===== src/rtl/vga_fb_pkg.sv =====
// Shared types and sizes for the VGA frame-buffer arbiter.
package vga_fb_pkg;

    localparam int unsigned ADDR_W          = 19;
    localparam int unsigned DATA_W          = 3;
    localparam int unsigned FIFO_DEPTH_DEF  = 4;
    localparam int unsigned H_DISPLAY       = 640;
    localparam int unsigned V_DISPLAY       = 480;

    typedef logic [ADDR_W-1:0] addr_t;
    typedef logic [DATA_W-1:0] pixel_t;

    // Owner of the RAM for the current cycle
    typedef enum logic [1:0] {
        IDLE  = 2'd0,
        READ  = 2'd1,
        WRITE = 2'd2
    } grant_t;

    // One posted pixel write
    typedef struct packed {
        addr_t  addr;
        pixel_t data;
    } wr_entry_t;

endpackage


===== src/rtl/fb_write_fifo.sv =====
// Synchronous write-posting FIFO holding {addr,data} pixel writes.
module fb_write_fifo
    import vga_fb_pkg::*;
#(
    parameter int unsigned DEPTH = FIFO_DEPTH_DEF
) (
    input  logic                       clk,
    input  logic                       rst,
    input  logic                       i_push,
    input  wr_entry_t                  i_din,
    input  logic                       i_pop,
    output wr_entry_t                  o_dout_c,
    output logic [$clog2(DEPTH):0]     o_level,
    output logic                       o_full_c,
    output logic                       o_empty_c
);

    localparam int unsigned PTR_W = $clog2(DEPTH);
    localparam int unsigned LVL_W = PTR_W + 1;

    logic [PTR_W-1:0] r_wr_ptr;
    logic [PTR_W-1:0] r_rd_ptr;
    logic [LVL_W-1:0] r_level;
    wr_entry_t        r_mem [DEPTH];

    // Pointers wrap naturally because DEPTH is a power of two
    always_ff @(posedge clk or posedge rst) begin
        if (rst) begin
            r_wr_ptr <= '0;
            r_rd_ptr <= '0;
            r_level  <= '0;
        end else begin
            if (i_push) r_wr_ptr <= r_wr_ptr + PTR_W'(1);
            if (i_pop)  r_rd_ptr <= r_rd_ptr + PTR_W'(1);
            case ({i_push, i_pop})
                2'b10:   r_level <= r_level + LVL_W'(1);
                2'b01:   r_level <= r_level - LVL_W'(1);
                default: r_level <= r_level;
            endcase
        end
    end

    // Storage needs no reset; the level gates every read of it
    always_ff @(posedge clk) begin
        if (i_push) r_mem[r_wr_ptr] <= i_din;
    end

    assign o_dout_c  = r_mem[r_rd_ptr];
    assign o_level   = r_level;
    assign o_empty_c = (r_level == '0);
    assign o_full_c  = (r_level == LVL_W'(DEPTH));

endmodule


===== src/rtl/vga_fb_arbiter.sv =====
// Frame-buffer RAM arbiter: scanout reads have hard priority, game-logic
// writes are posted through a small FIFO and drained in free cycles.
// Optional macro FB_VBLANK_WRITE_EN: drain writes only during vertical blanking.
module vga_fb_arbiter
    import vga_fb_pkg::*;
#(
    parameter int unsigned FIFO_DEPTH = FIFO_DEPTH_DEF
) (
    input  logic                          clk,
    input  logic                          rst,
    input  logic                          vblank,
    input  logic                          rd_req,
    input  addr_t                         rd_addr,
    output pixel_t                        rd_data,
    output logic                          rd_valid,
    input  logic                          wr_valid,
    output logic                          wr_ready,
    input  addr_t                         wr_addr,
    input  pixel_t                        wr_data,
    output logic                          mem_en,
    output logic                          mem_we,
    output addr_t                         mem_addr,
    output pixel_t                        mem_wdata,
    input  pixel_t                        mem_rdata,
    output logic [$clog2(FIFO_DEPTH):0]   fifo_level
);

    localparam int unsigned LVL_W = $clog2(FIFO_DEPTH) + 1;

    grant_t           r_grant;
    grant_t           w_grant_nxt;
    logic             r_mem_en;
    logic             r_mem_we;
    addr_t            r_mem_addr;
    pixel_t           r_mem_wdata;
    logic             w_mem_en_nxt;
    logic             w_mem_we_nxt;
    addr_t            w_mem_addr_nxt;
    pixel_t           w_mem_wdata_nxt;
    logic             r_wr_ready;
    logic             r_rd_pend;
    logic             r_rd_valid;
    pixel_t           r_rd_data;
    logic             w_push;
    logic             w_pop;
    logic             w_full;
    logic             w_empty;
    logic             w_permit;
    wr_entry_t        w_din;
    wr_entry_t        w_head;
    logic [LVL_W-1:0] w_level;
    logic [LVL_W-1:0] w_level_nxt;

`ifdef FB_VBLANK_WRITE_EN
    assign w_permit = vblank;
`else
    logic w_unused_vblank;
    assign w_unused_vblank = vblank;
    assign w_permit        = 1'b1;
`endif

    assign w_din  = '{addr: wr_addr, data: wr_data};
    assign w_push = wr_valid & r_wr_ready & ~w_full;
    assign w_pop  = (w_grant_nxt == WRITE);

    fb_write_fifo #(
        .DEPTH (FIFO_DEPTH)
    ) u_fifo (
        .clk       (clk),
        .rst       (rst),
        .i_push    (w_push),
        .i_din     (w_din),
        .i_pop     (w_pop),
        .o_dout_c  (w_head),
        .o_level   (w_level),
        .o_full_c  (w_full),
        .o_empty_c (w_empty)
    );

    // Next grant and the RAM command that goes with it
    always_comb begin
        w_grant_nxt     = IDLE;
        w_mem_en_nxt    = 1'b0;
        w_mem_we_nxt    = 1'b0;
        w_mem_addr_nxt  = '0;
        w_mem_wdata_nxt = '0;
        if (rd_req) begin
            w_grant_nxt    = READ;
            w_mem_en_nxt   = 1'b1;
            w_mem_addr_nxt = rd_addr;
        end else if (!w_empty && w_permit) begin
            w_grant_nxt     = WRITE;
            w_mem_en_nxt    = 1'b1;
            w_mem_we_nxt    = 1'b1;
            w_mem_addr_nxt  = w_head.addr;
            w_mem_wdata_nxt = w_head.data;
        end
    end

    // Grant state register with its registered RAM command
    always_ff @(posedge clk or posedge rst) begin
        if (rst) begin
            r_grant     <= IDLE;
            r_mem_en    <= 1'b0;
            r_mem_we    <= 1'b0;
            r_mem_addr  <= '0;
            r_mem_wdata <= '0;
        end else begin
            r_grant     <= w_grant_nxt;
            r_mem_en    <= w_mem_en_nxt;
            r_mem_we    <= w_mem_we_nxt;
            r_mem_addr  <= w_mem_addr_nxt;
            r_mem_wdata <= w_mem_wdata_nxt;
        end
    end

    // Level after this edge, so wr_ready can be registered yet exact
    assign w_level_nxt = w_level + LVL_W'(w_push) - LVL_W'(w_pop);

    // Writer back-pressure; held low through reset
    always_ff @(posedge clk or posedge rst) begin
        if (rst) r_wr_ready <= 1'b0;
        else     r_wr_ready <= (w_level_nxt < LVL_W'(FIFO_DEPTH));
    end

    // Two-stage read return: RAM cycle, then capture of the sync RAM output
    always_ff @(posedge clk or posedge rst) begin
        if (rst) begin
            r_rd_pend  <= 1'b0;
            r_rd_valid <= 1'b0;
            r_rd_data  <= '0;
        end else begin
            r_rd_pend  <= (r_grant == READ);
            r_rd_valid <= r_rd_pend;
            if (r_rd_pend) r_rd_data <= mem_rdata;
        end
    end

    assign mem_en     = r_mem_en;
    assign mem_we     = r_mem_we;
    assign mem_addr   = r_mem_addr;
    assign mem_wdata  = r_mem_wdata;
    assign wr_ready   = r_wr_ready;
    assign rd_valid   = r_rd_valid;
    assign rd_data    = r_rd_data;
    assign fifo_level = w_level;

endmodule


===== config.mk =====
export PLATFORM = sky130hd
export DESIGN_NAME = vga_fb_arbiter
export DESIGN_NICKNAME = d
export VERILOG_FILES = /design/src/rtl/vga_fb_pkg.sv /design/src/rtl/fb_write_fifo.sv /design/src/rtl/vga_fb_arbiter.sv
export SDC_FILE = /design/constraint.sdc
export NUM_CORES = 1
export LEC_CHECK = 0
export CORE_MARGIN = 8
export CORE_UTILIZATION = 40
export CTS_CLUSTER_SIZE = 10
export DETAILED_ROUTE_END_ITERATION = 10
export HOLD_SLACK_MARGIN = 0.02
export SLEW_MARGIN = 15
export SYNTH_ARGS = -nofsm -noshare
export SYNTH_HDL_FRONTEND = slang
export SYNTH_HIERARCHICAL = 1
export SYNTH_SLANG_ARGS = --single-unit
export TNS_END_PERCENT = 30

===== constraint.sdc =====
create_clock -name clk -period 6.4 [get_ports clk]
set_input_delay 0.64 -clock clk [delete_from_list [all_inputs] [get_ports clk]]
set_output_delay 0.64 -clock clk [all_outputs]
set_load 0.1 [all_outputs]

==> results.sh <==
export IMPL_status="complete, no violations"
export IMPL_slew_headroom_pct=26.9
export IMPL_finalCriticalPeriod_ps=2760
export IMPL_drt_total_wl_um=9190
export IMPL_synth_edff_count=88
export IMPL_dp_hpwl_um=5760
export IMPL_grt_overflow=0
export IMPL_post_cts_buffers=0
export IMPL_mostFrequentLayoutCell="edfxtp_1"
export IMPL_layout_drive_gt1_share_pct=17.0
export IMPL_final_nets=379
export IMPL_cts_buffers=17
export IMPL_syn_mean_instance_area_um2=20.9
export IMPL_leakagePower_nw=2.32
export IMPL_yosys_warnings=6
export IMPL_hold_start="r_grant[1]"
export IMPL_clock_sinks=126
export IMPL_worstMarginPinSlew_ps=1100
export IMPL_path_clk_slew_ps=50
export IMPL_h_tree_depth=4
export IMPL_gp_congestion=0.647
export IMPL_critPathCaptureType="flip-flop"
export IMPL_grtUsageTotal_pct=12.7
export IMPL_critical_path_buf_inv_count=3
export IMPL_start_util_pct=41.2
export IMPL_worstPathMaxFanout=27
export IMPL_finalSetupViolCount=0
export IMPL_hold_viol=0
export IMPL_portBuffers=79
export IMPL_synth_nets=284
export IMPL_synth_top_family_by_area="multiplexers"
export IMPL_postSynthCellCount=227
export IMPL_critical_path_class="primary input to flip-flop"
export IMPL_cp_top_family="simple AND/OR/NAND/NOR gates"
export IMPL_vdd_drop_max_uv=181
export IMPL_crit_slowest_cell="nor2_4"
export IMPL_grt_pass1_wl_um=14800
export IMPL_async_flop_share_pct=30.2
export IMPL_finClkSkew_ps=13.0
export IMPL_slew_viol_final=0
export IMPL_holdBufCountCts=0
export IMPL_whs_ps=418
export IMPL_reg2reg_depth=8
export IMPL_core_rowCount=39
export IMPL_drt_pass1_iterations=4
export IMPL_start_kind="primary input"
export IMPL_syn_to_final_growth_pct=32.0
export IMPL_stdcell_area_mm2=0.00626
export IMPL_timing_critical_path_mode_cell="xor2_1"
export IMPL_synth_xor_area_share_pct=1.48
export IMPL_synth_area_mm2=0.00474
export IMPL_synth_mux_area_share_pct=11.7
export IMPL_synth_area_leaders="edfxtp_1 (56%), dfrtp_1 (20%), mux4_2 (8.5%)"
export IMPL_cap_violations=0
export IMPL_synthFlopType="edfxtp_1"
export IMPL_setup_slack_ps=3640
export IMPL_critPathArrivalTime_ps=3090
export IMPL_synth_top_area_share_pct=55.7
export IMPL_place_ws_ps=3210
export IMPL_hold_path_class="flip-flop to flip-flop"
export IMPL_diodes=0
export IMPL_synthAdderAreaFrac_pct=2.27
export IMPL_synth_simple_area_share_pct=2.11
export IMPL_root_buffer="clkbuf_16"
export IMPL_rsz0062_at_grt="false"
export IMPL_io_pins=81
export IMPL_detail_route_antenna_nets=0
export IMPL_worstSkewPairLatency_ps=410
export IMPL_die_height_um=125
export IMPL_vias=2380
export IMPL_timing_rr_end="u_fifo/o_level[2]"
export IMPL_power_total_w=0.00323
export IMPL_grt_pass1_vias=2601
export IMPL_clockBufferDepth=2
export IMPL_place_area_mm2=0.00566
export IMPL_fin_tns_setup_ps=0
export IMPL_final_cell_mix="edfxtp_1 (88), clkdlybuf4s50_1 (79), dfrtp_1 (37)"
export IMPL_drt_iter0_drc=84
export IMPL_vias_per_cell=4.98
export IMPL_synth_distinct_cells=26
export IMPL_seq_area_frac_synth_pct=75.8
export IMPL_power_density_mw_per_mm2=517
export IMPL_fin_crit_sh_pct=43.2
export IMPL_regToRegSetupSlack_ps=4020
export IMPL_cts_resized=0
export IMPL_drc=0
export IMPL_die_w_um=125
export IMPL_tritoncts="built"
export IMPL_worstHoldEndpoint="r_rd_pend"
export IMPL_rr_startpoint="u_fifo/o_level[2]"
export IMPL_die_area_mm2=0.0156
export IMPL_grt_max_degree=28
export IMPL_cp_required_ps=6730
export IMPL_fmax_mhz=362
export IMPL_hold_path_depth=1
export IMPL_ys_seq_elements=126
export IMPL_crit_chain="clkdlybuf4s50_1, buf_4, nor2_4, ha_1, inv_1, fa_1, xor2_1, nor2_1, xor2_1"
export IMPL_cpPeakStageDelay_ps=630
export IMPL_yosys_area_top_type="edfxtp_1"
export IMPL_core_area_mm2=0.0115
export IMPL_antenna_found_initial=0
export IMPL_route_detailed_wl_per_inst_um=19.2
export IMPL_synth_compound_area_share_pct=3.75
## worst max path at each step
stage | cells after the start | end | from
final | 9 | u_fifo/o_level[2] | rd_req
after global routing | 9 | u_fifo/o_level[2] | rd_req
after CTS | 9 | u_fifo/o_level[2] | rd_req
after detailed placement | 9 | u_fifo/o_level[2] | rd_req
after global placement | 9 | u_fifo/o_level[2] | rd_req
after floorplan | 5 | u_fifo/r_mem[0][0] | u_fifo/o_level[1]
## synth_stat cells (2+ instances only)
| master | count |
|---|---|
| buf_2 | 4 |
| mux4_2 | 18 |
| ha_1 | 7 |
| inv_1 | 12 |
| buf_12 | 2 |
| dfrtp_1 | 38 |
| xor2_1 | 5 |
| a22o_1 | 19 |
| buf_6 | 3 |
| nand2_1 | 3 |
| mux4_1 | 4 |
| edfxtp_1 | 88 |
| mux2_2 | 3 |
| xnor2_1 | 3 |
| and2_1 | 7 |
## area by class of cell
class                   count  area (um^2)
flip-flops and latches    126         3590
inverters                  12         45.0
repair buffers             85          836
fillers                   919         5260
well taps                 143          179
multi-input cells          80         1010
clock buffers              27          513
clock inverters             5         80.1
## layer usage
layer | part of all wire [%] | GRT usage (%)
met1 | 43 | 14.5
met5 | 0 | 0
met3 | 6.7 | 5.61
met4 | 2.0 | 5.73
met2 | 49 | 20.3
## per-stage QoR
stage | instances | utilization (%)
after floorplan | 227 | -
after global placement | 446 | 49.2
after detailed placement | 446 | 49.2
after CTS | 478 | 54.3
after global routing | 478 | 54.3
final | 478 | 54.3
## kinds of logic (layout without fill, tap and decap cells)
logic type | count (synthesis) | after routing
mux | 26 | 26
simple gates | 17 | 17
buf+inv | 21 | 129
flops | 126 | 126
compound gates | 21 | 21
xor+xnor | 8 | 8
fa+ha+maj | 8 | 8
## worst register-to-register path, delay by kind of cell (launching register included)
kind                       cells  cell delay [ps]
and+or+nand+nor                3              820
adders and majority gates      2              700
buffers and inverters          1               60
DFF                            1              440
xor gates and xnor gates       2              290
## where the power goes
group          internal [W]  total [W]  switching, W
sequential          0.00105    0.00118      0.000132
combinational      0.000376    0.00112      0.000739
clock              0.000624   0.000939      0.000315
total               0.00205    0.00323       0.00119
## registers in the layout (all words and copies together) (netlist names)
signal	flops
u_fifo/r_wr_ptr	2
wr_ready	1
rd_valid	1
u_fifo/o_level	3
u_fifo/r_mem	88
u_fifo/r_rd_ptr	2
mem_en	1
mem_addr	19
r_grant	2
rd_data	3
mem_wdata	3
r_rd_pend	1
No activity file was read; power rests on OpenSTA's default activity.
